**src/rtl/bin_dec_onehot_seq_if.sv**
```systemverilog
// Handshake/output bundle for bin_dec_onehot_seq: code push side plus one-hot replay side.
// master = code producer / observer, slave = the decoder.
interface bin_dec_onehot_seq_if #(
    parameter int unsigned DEPTH = 4
);
    localparam int unsigned CNT_W = $clog2(DEPTH) + 1;

    logic             in_valid;
    logic             in_ready;
    logic [0:2]       in_code;
    logic [0:7]       out;
    logic             out_valid;
    logic             busy;
    logic [CNT_W-1:0] count;

    modport master (
        output in_valid,
        output in_code,
        input  in_ready,
        input  out,
        input  out_valid,
        input  busy,
        input  count
    );

    modport slave (
        input  in_valid,
        input  in_code,
        output in_ready,
        output out,
        output out_valid,
        output busy,
        output count
    );
endinterface

```
**src/rtl/bin_dec_onehot_seq.sv**
```systemverilog
// Sequenced binary-to-one-hot decoder: FIFO-buffered 3-bit codes replayed as one-hot words held HOLD cycles.
// Define BIN_DEC_GAP_EN to insert one all-zero cycle after every word.
module bin_dec_onehot_seq #(
    parameter int unsigned DEPTH = 4,
    parameter int unsigned HOLD  = 2
) (
    input logic                clk,
    input logic                rstn,
    bin_dec_onehot_seq_if.slave bus
);
    localparam int unsigned PTR_W  = $clog2(DEPTH);
    localparam int unsigned CNT_W  = PTR_W + 1;
    localparam int unsigned CODE_W = 3;
    localparam int unsigned OUT_W  = 8;
    localparam int unsigned HOLD_W = 8;
    localparam logic [HOLD_W-1:0] HOLD_LOAD = HOLD_W'(HOLD - 1);
    localparam logic [CNT_W-1:0]  CNT_FULL  = CNT_W'(DEPTH);

    typedef enum logic [1:0] {
        IDLE = 2'd0,
        SHOW = 2'd1
`ifdef BIN_DEC_GAP_EN
        ,
        GAP  = 2'd2
`endif
    } state_e;

    state_e              state_q, state_d;
    logic [CODE_W-1:0]   mem_q [DEPTH];
    logic [PTR_W-1:0]    wr_ptr_q, rd_ptr_q;
    logic [CNT_W-1:0]    count_q, count_d;
    logic [HOLD_W-1:0]   hold_q, hold_d;
    logic [0:OUT_W-1]    out_q, out_d;
    logic                out_valid_q, out_valid_d;
    logic                ready_c;
    logic                push_c;
    logic                pop_c;
    logic [CODE_W-1:0]   head_c;

    // One-hot with code n driving bit index n of the [0:7] output.
    function automatic logic [0:OUT_W-1] onehot(input logic [CODE_W-1:0] code);
        logic [0:OUT_W-1] w;
        w = '0;
        for (int i = 0; i < OUT_W; i++) begin
            w[i] = (code == CODE_W'(i));
        end
        return w;
    endfunction

    assign ready_c = (count_q != CNT_FULL);
    assign push_c  = bus.in_valid && ready_c;
    assign head_c  = mem_q[rd_ptr_q];

    // Occupancy follows push/pop; a simultaneous push and pop leaves it unchanged.
    always_comb begin
        count_d = count_q;
        case ({push_c, pop_c})
            2'b10:   count_d = count_q + CNT_W'(1);
            2'b01:   count_d = count_q - CNT_W'(1);
            default: count_d = count_q;
        endcase
    end

    // Next-state and output logic; pop_c doubles as the "load next word" strobe.
    always_comb begin
        state_d     = state_q;
        hold_d      = hold_q;
        out_d       = out_q;
        out_valid_d = out_valid_q;
        pop_c       = 1'b0;

        case (state_q)
            IDLE: begin
                if (count_q != '0) begin
                    pop_c = 1'b1;
                end
            end
            SHOW: begin
                if (hold_q != '0) begin
                    hold_d = hold_q - HOLD_W'(1);
                end else begin
`ifdef BIN_DEC_GAP_EN
                    state_d     = GAP;
                    out_d       = '0;
                    out_valid_d = 1'b0;
`else
                    if (count_q != '0) begin
                        pop_c = 1'b1;
                    end else begin
                        state_d     = IDLE;
                        out_d       = '0;
                        out_valid_d = 1'b0;
                    end
`endif
                end
            end
`ifdef BIN_DEC_GAP_EN
            GAP: begin
                if (count_q != '0) begin
                    pop_c = 1'b1;
                end else begin
                    state_d = IDLE;
                end
            end
`endif
            default: begin
                state_d     = IDLE;
                out_d       = '0;
                out_valid_d = 1'b0;
            end
        endcase

        if (pop_c) begin
            state_d     = SHOW;
            out_d       = onehot(head_c);
            out_valid_d = 1'b1;
            hold_d      = HOLD_LOAD;
        end
    end

    // FIFO storage and pointers; pointer width makes the wrap modulo DEPTH implicit.
    always_ff @(posedge clk or negedge rstn) begin
        if (!rstn) begin
            for (int i = 0; i < DEPTH; i++) begin
                mem_q[i] <= '0;
            end
            wr_ptr_q <= '0;
            rd_ptr_q <= '0;
        end else begin
            if (push_c) begin
                mem_q[wr_ptr_q] <= bus.in_code;
                wr_ptr_q        <= wr_ptr_q + PTR_W'(1);
            end
            if (pop_c) begin
                rd_ptr_q <= rd_ptr_q + PTR_W'(1);
            end
        end
    end

    // State and registered outputs.
    always_ff @(posedge clk or negedge rstn) begin
        if (!rstn) begin
            state_q     <= IDLE;
            count_q     <= '0;
            hold_q      <= '0;
            out_q       <= '0;
            out_valid_q <= 1'b0;
        end else begin
            state_q     <= state_d;
            count_q     <= count_d;
            hold_q      <= hold_d;
            out_q       <= out_d;
            out_valid_q <= out_valid_d;
        end
    end

    assign bus.in_ready  = ready_c;
    assign bus.busy      = (count_q != '0) || (state_q != IDLE);
    assign bus.out       = out_q;
    assign bus.out_valid = out_valid_q;
    assign bus.count     = count_q;

endmodule

```
**src/flat_wrapper.sv**
```systemverilog
// flat-port wrapper written by rule: the top's interface ports become plain ports
module bin_dec_onehot_seq_flat 
#(
    parameter int unsigned DEPTH = 4,
    parameter int unsigned HOLD  = 2
)
  (clk, rstn, bus_in_valid, bus_in_code, bus_in_ready, bus_out, bus_out_valid, bus_busy, bus_count);
  bin_dec_onehot_seq_if #(.DEPTH(DEPTH)) bus_i ();
  input logic clk;
  input logic rstn;
  input wire logic [$bits(bus_i.in_valid)-1:0] bus_in_valid;
  input wire logic [$bits(bus_i.in_code)-1:0] bus_in_code;
  output wire logic [$bits(bus_i.in_ready)-1:0] bus_in_ready;
  output wire logic [$bits(bus_i.out)-1:0] bus_out;
  output wire logic [$bits(bus_i.out_valid)-1:0] bus_out_valid;
  output wire logic [$bits(bus_i.busy)-1:0] bus_busy;
  output wire logic [$bits(bus_i.count)-1:0] bus_count;
  assign bus_i.in_valid = bus_in_valid;
  assign bus_i.in_code = bus_in_code;
  assign bus_in_ready = bus_i.in_ready;
  assign bus_out = bus_i.out;
  assign bus_out_valid = bus_i.out_valid;
  assign bus_busy = bus_i.busy;
  assign bus_count = bus_i.count;
  bin_dec_onehot_seq #(.DEPTH(DEPTH), .HOLD(HOLD)) u_core (.clk(clk), .rstn(rstn), .bus(bus_i));
endmodule
```
**config.mk**
```make
export PLATFORM = sky130hd
export DESIGN_NAME = bin_dec_onehot_seq_flat
export DESIGN_NICKNAME = d
export VERILOG_FILES = /design/src/rtl/bin_dec_onehot_seq_if.sv /design/src/rtl/bin_dec_onehot_seq.sv /design/src/flat_wrapper.sv
export SDC_FILE = /design/constraint.sdc
export NUM_CORES = 1
export LEC_CHECK = 0
export ABC_AREA = 1
export BUFFER_PORTS_ARGS = -buffer_cell sky130_fd_sc_hd__buf_4
export CAP_MARGIN = 20
export CORE_UTILIZATION = 23
export CTS_CLUSTER_SIZE = 8
export DETAILED_ROUTE_END_ITERATION = 6
export SYNTH_ARGS = -nofsm -noshare
export SYNTH_HDL_FRONTEND = slang
export SYNTH_SLANG_ARGS = --single-unit
```
**constraint.sdc**
```tcl
create_clock -name clk -period 3.6 [get_ports clk]
set_clock_uncertainty 0.15 [all_clocks]
set_input_delay 0.18 -clock clk [delete_from_list [all_inputs] [get_ports clk]]
set_output_delay 0.18 -clock clk [all_outputs]
set_load 0.02 [all_outputs]
```
; Word-level counts from Yosys, hierarchy flattened
; Cells that the tools add are included.
[classes]
n_bitwise = 2
n_eq_ne = 14
n_addsub = 5
reduce_logical = 13
mux = 25
order_cmp = 3
[op_table]
columns = op, n
row1 = 2-to-1 mux 8 bit, 6
row2 = case mux 8 bit (2 select lines), 1
row3 = bitwise mux 12 bit, 1
row4 = "== test 3 bit, second input constant", 4
row5 = 2-to-1 mux 3 bit, 3
row6 = nonzero test 2 bit, 4
row7 = nonzero test 8 bit, 1
row8 = "subtractor 8 x 1 -> 8 bit, second input constant", 1
row9 = binary-select mux 3 bit (select 2 bit), 1
row10 = demux 3 bit (select 2 bit), 1
row11 = "== test 3 x 2 -> 1 bit, second input constant", 2
row12 = "greater-or-equal comparator 3 bit, second input constant", 2
row13 = 2-to-1 mux 2 bit, 3
row14 = "inequality test 3 x 2 -> 1 bit, second input constant", 2
row15 = NOT 2 -> 3 bit, 2
row16 = case mux 3 bit (2 select lines), 1
row17 = 2-to-1 mux 1 bit, 5
row18 = "adder 2 x 1 -> 2 bit, second input constant", 2
row19 = "== test 2 x 1 -> 1 bit, second input constant", 2
row20 = case mux 1 bit (2 select lines), 2
row21 = case mux 2 bit (2 select lines), 1
row22 = "adder 3 x 1 -> 3 bit, second input constant", 1
row23 = "== test 3 x 1 -> 1 bit, second input constant", 1
row24 = logical NOT 3 bit, 1
row25 = 11 further kinds, 12
[word_totals]
reg_bits = 38
out_inout_bits = 14
in_bits = 6
word_cells = 73

; Depth between registers and ports, before layout
[logic_depth]
depth_word = 6
mapped_depth = 15
depth_no_buf = 15

; Worst setup path after synthesis
; No wires, ideal clock.
[synth_timing]
path_type = register to register
start = reg u_core.hold_q[0]
end = reg u_core.count_q[2] (netlist: u_core.bus.count[2])
setup_ps = 79
synth_period_minus_slack_ps = 2178
t_required_ps = 3371
stages_incl_launch_ff = 16
t_arrival_ps = 1949
setup_slack_ps = 1422
n_path_buf = 0
cell_sequence = dfrtp_1 > inv_1 > ha_1 > nand3_1 > inv_1 > nand2_4 > nand2_8 > nand2_8 > inv_1 > ha_1 > inv_1 > fa_1 > nor2_1 > nor2_1 > nand2_1 > xor2_1
[synth_via]
elab_chain_len = 5
elab_cells_between_ends = 7
cone_classes = eq/ne: 2 / mux: 3 / reduce/logical: 2
[synth_lines]
columns = element, line_no
row1 = start: declaration, bin_dec_onehot_seq.sv:32  ; logic [HOLD_W-1:0] hold_q, hold_d;
row2 = start signal: assignment, bin_dec_onehot_seq.sv:151  ; hold_q <= hold_d;
row3 = nonzero test 8 bit *, bin_dec_onehot_seq.sv:79  ; if (hold_q != '0) begin
row4 = 2-to-1 mux 1 bit *, bin_dec_onehot_seq.sv:79
row5 = case mux 1 bit (2 select lines) *, bin_dec_onehot_seq.sv:72  ; case (state_q)
row6 = == test 2 x 1 -> 1 bit or == test 2 bit (tied branches), bin_dec_onehot_seq.sv:57  ; case ({push_c, pop_c})
row7 = case mux 3 bit (2 select lines) or nonzero test 2 bit (tied branches), n/a
row8 = end signal: assignment, bin_dec_onehot_seq.sv:150  ; count_q <= count_d;
row9 = end: declaration, bin_dec_onehot_seq.sv:31  ; logic [CNT_W-1:0] count_q, count_d;
; Mark *: on every way between the ends. The rest lies on a longest branch, timed or not.
; A chain may end at the register's enable or synchronous reset.

; Final worst setup path
; Same ends and word-level chain as after synthesis.

==> flow_summary.json <==
{
  "synth.avg_cell_area_um2": 8.29,
  "drt_wl_total_um": 3650,
  "wl_per_cell_um": 10.3,
  "synth_area_leaders": "dfrtp_1 (48%), nand2_1 (15%), nand3_1 (8.2%), o21ai_0 (5.8%), ha_1 (4.6%)",
  "yosysWarnings": 0,
  "grt_setup_unrepaired": "false",
  "drive_gt1_share_pct": 16.6,
  "io_pins": 20,
  "synth_cell_types": 21,
  "required_ns": 3.66,
  "htree_levels": 2,
  "area_delta_synth_final_pct": 18.3,
  "setup_viol": 0,
  "cts_buffers": 5,
  "relSlewSlack_pct": 62.5,
  "status": "finished clean",
  "cts_root_buf": "clkbuf_8",
  "drv_cap": 0,
  "finalCritPeriodShare_pct": 66.5,
  "drt_pass1_iterations": 4,
  "path_clk_slew_ns": 0.07,
  "cts_tree": "done",
  "syn_nets": 242,
  "die-area_um2": 8590,
  "drc": 0,
  "worst_pin_slew_ns": 0.561,
  "critPathKind": "flop to flop",
  "grt.total_usage_pct": 9.61,
  "syn_area_um2": 1890,
  "antenna_cells": 0,
  "grt_pass1_wl_um": 6470,
  "r2r_cells": 15,
  "regArea_um2": 901,
  "grt_pass1_vias": 1403,
  "arrival_ns": 2.46,
  "gp_congestion": 0.820,
  "numPortBuffers": 19,
  "clk_latency_ns": 0.29,
  "clockBufferDepth": 2,
  "multi_input_area_um2": 876,
  "cts.sinks": 36,
  "rrSetupSlack_ns": 1.21,
  "hold-path-cell-count": 3,
  "ys_seq_area_share_pct": 47.7,
  "peakVddDrop_v": 0.000190,
  "start_kind": "flop",
  "antenna_found_initial": 0,
  "hold_path_class": "input pin to flop",
  "synth_seq_cells": 36,
  "cp_max_fo": 18,
  "vias_per_cell": 4.14,
  "p_per_area_nw_per_um2": 853,
  "yosysTopAreaCellShare_pct": 47.7,
  "fillers": 878,
  "core_um2": 7850,
  "antenna_left": 0,
  "p_leak_nw": 1.13,
  "hold_violations": 0,
  "dp.final_hpwl_um": 2790,
  "start_util_pct": 24.1,
  "row_count": 32,
  "end_kind": "flop",
  "syn_inst": 228,
  "die_height_um": 92.7,
  "grt_max_degree": 37,
  "gr-total-overflow": 0,
  "nets": 266,
  "fmax_mhz": 418,
  "final.setup.tns_ns": 0,
  "vias": 1468,
  "yosys.area.top_type": "dfrtp_1",
  "final_core_util_pct": 28.5,
  "finalCriticalPeriod_ns": 2.39,
  "dr.first_iter.drc_count": 48,
  "die_x_um": 92.7,
  "finalMaxSlewViolations": 0
}
## cell usage in the layout (no fill, tap or decap), types with 5 or more instances in the layout
master	synthesis	final
nand3_1	31	31
inv_2	5	5
dfrtp_1	36	36
inv_1	18	18
clkbuf_8	0	6
buf_4	0	19
o21ai_0	22	22
ha_1	7	7
nor2_1	8	8
nand2_1	76	76
## state kept, by name (all words and copies together), names as in the netlist
name / flops
u_core.wr_ptr_q: 2
u_core.mem_q: 12
u_core.bus.out: 8
u_core.hold_q: 8
u_core.bus.count: 3
u_core.bus.out_valid: 1
u_core.rd_ptr_q: 2
## worst paths after layout
| kind | startpoint | end |
|---|---|---|
| max in group asynchronous | rstn | u_core.mem_q[8] |
| setup reg to reg | u_core.hold_q[0] | u_core.bus.count[2] |
| min in group asynchronous | rstn | u_core.hold_q[3] |
| setup / recovery | u_core.hold_q[0] | u_core.bus.count[2] |
| hold / removal | bus_in_code[2] | u_core.mem_q[8] |
| hold reg to reg | u_core.bus.out[6] | u_core.bus.out[6] |
## stage by stage
step | setup WS, ns | std cells | hold WS [ns] | cell area, µm² | power, mW
after floorplan | 1.42 | 228 | -0.266 | 1890 | 1.39
after global placement | 1.29 | 346 | 0.0189 | 2130 | 1.61
after detailed placement | 1.18 | 346 | 0.0201 | 2130 | 1.63
after CTS | 1.19 | 355 | 0.0297 | 2240 | 1.94
after global routing | 1.03 | 355 | 0.0524 | 2240 | 2.10
final | 1.21 | 355 | 0.0354 | 2240 | 1.91
## cell usage after synthesis
master and number:
buf_2 1, nand3_1 31, nor2_2 2, o21ai_0 22, inv_2 5, o21ai_2 2
nand2_8 2, ha_1 7, inv_1 18, fa_1 1, xor2_1 3, nand2_2 3
nor2_1 8, dfrtp_1 36, nand2_4 1, nand2_1 76, o21ai_1 2, xnor2_1 3
nand3_2 1, buf_6 2, nand3b_1 2
## worst max-delay path, stage by stage (launching register included)
cell and delay (ns):
dfrtp_1 0.36, inv_1 0.12, ha_1 0.16, nand3_1 0.09, inv_1 0.10, nand2_4 0.08
nand2_8 0.10, nand2_8 0.10, inv_1 0.10, ha_1 0.14, inv_1 0.07, fa_1 0.39
nor2_1 0.11, nor2_1 0.04, nand2_1 0.06, xor2_1 0.15
## report_power, final
part / switching [mW] / total [mW] / leakage (nW) / internal (mW)
clock network: 0.144 / 0.300 / 0.0445 / 0.155
registers: 0.151 / 0.733 / 0.451 / 0.582
logic: 0.547 / 0.876 / 0.637 / 0.330
## final cells by class
cell class / count / share of cell area [%]
clock buffers: 7 / 3.86
well taps: 102 / 5.70
repair buffers: 20 / 6.82
multi-input cells: 166 / 39.1
inverters: 23 / 3.86
flip-flops and latches: 36 / 40.3
clock inverters: 1 / 0.336
## routing by layer
layer  GRT usage [%]  up-vias  wire length (µm)
met1            12.6      669              1900
met5               0        -                 0
met3            2.87        5               140
met4            3.85        0                54
li1                -      777                 -
met2            14.8       17              1560
## kinds of logic after synthesis
| group | count (synthesis) | share of synthesized area, % |
|---|---|---|
| flops | 36 | 47.7 |
| simple gates | 126 | 30.6 |
| fa+ha+maj | 8 | 5.69 |
| buf+inv | 26 | 6.02 |
| xor+xnor | 6 | 2.78 |
| compound gates | 26 | 7.28 |
## repair_timing
item,in CTS,in global routing
buffers inserted,0,0
resized for setup,0,0
hold buffers,1,0
endpoints found under the hold margin,36,0
(Power assumes the default switching activity.)
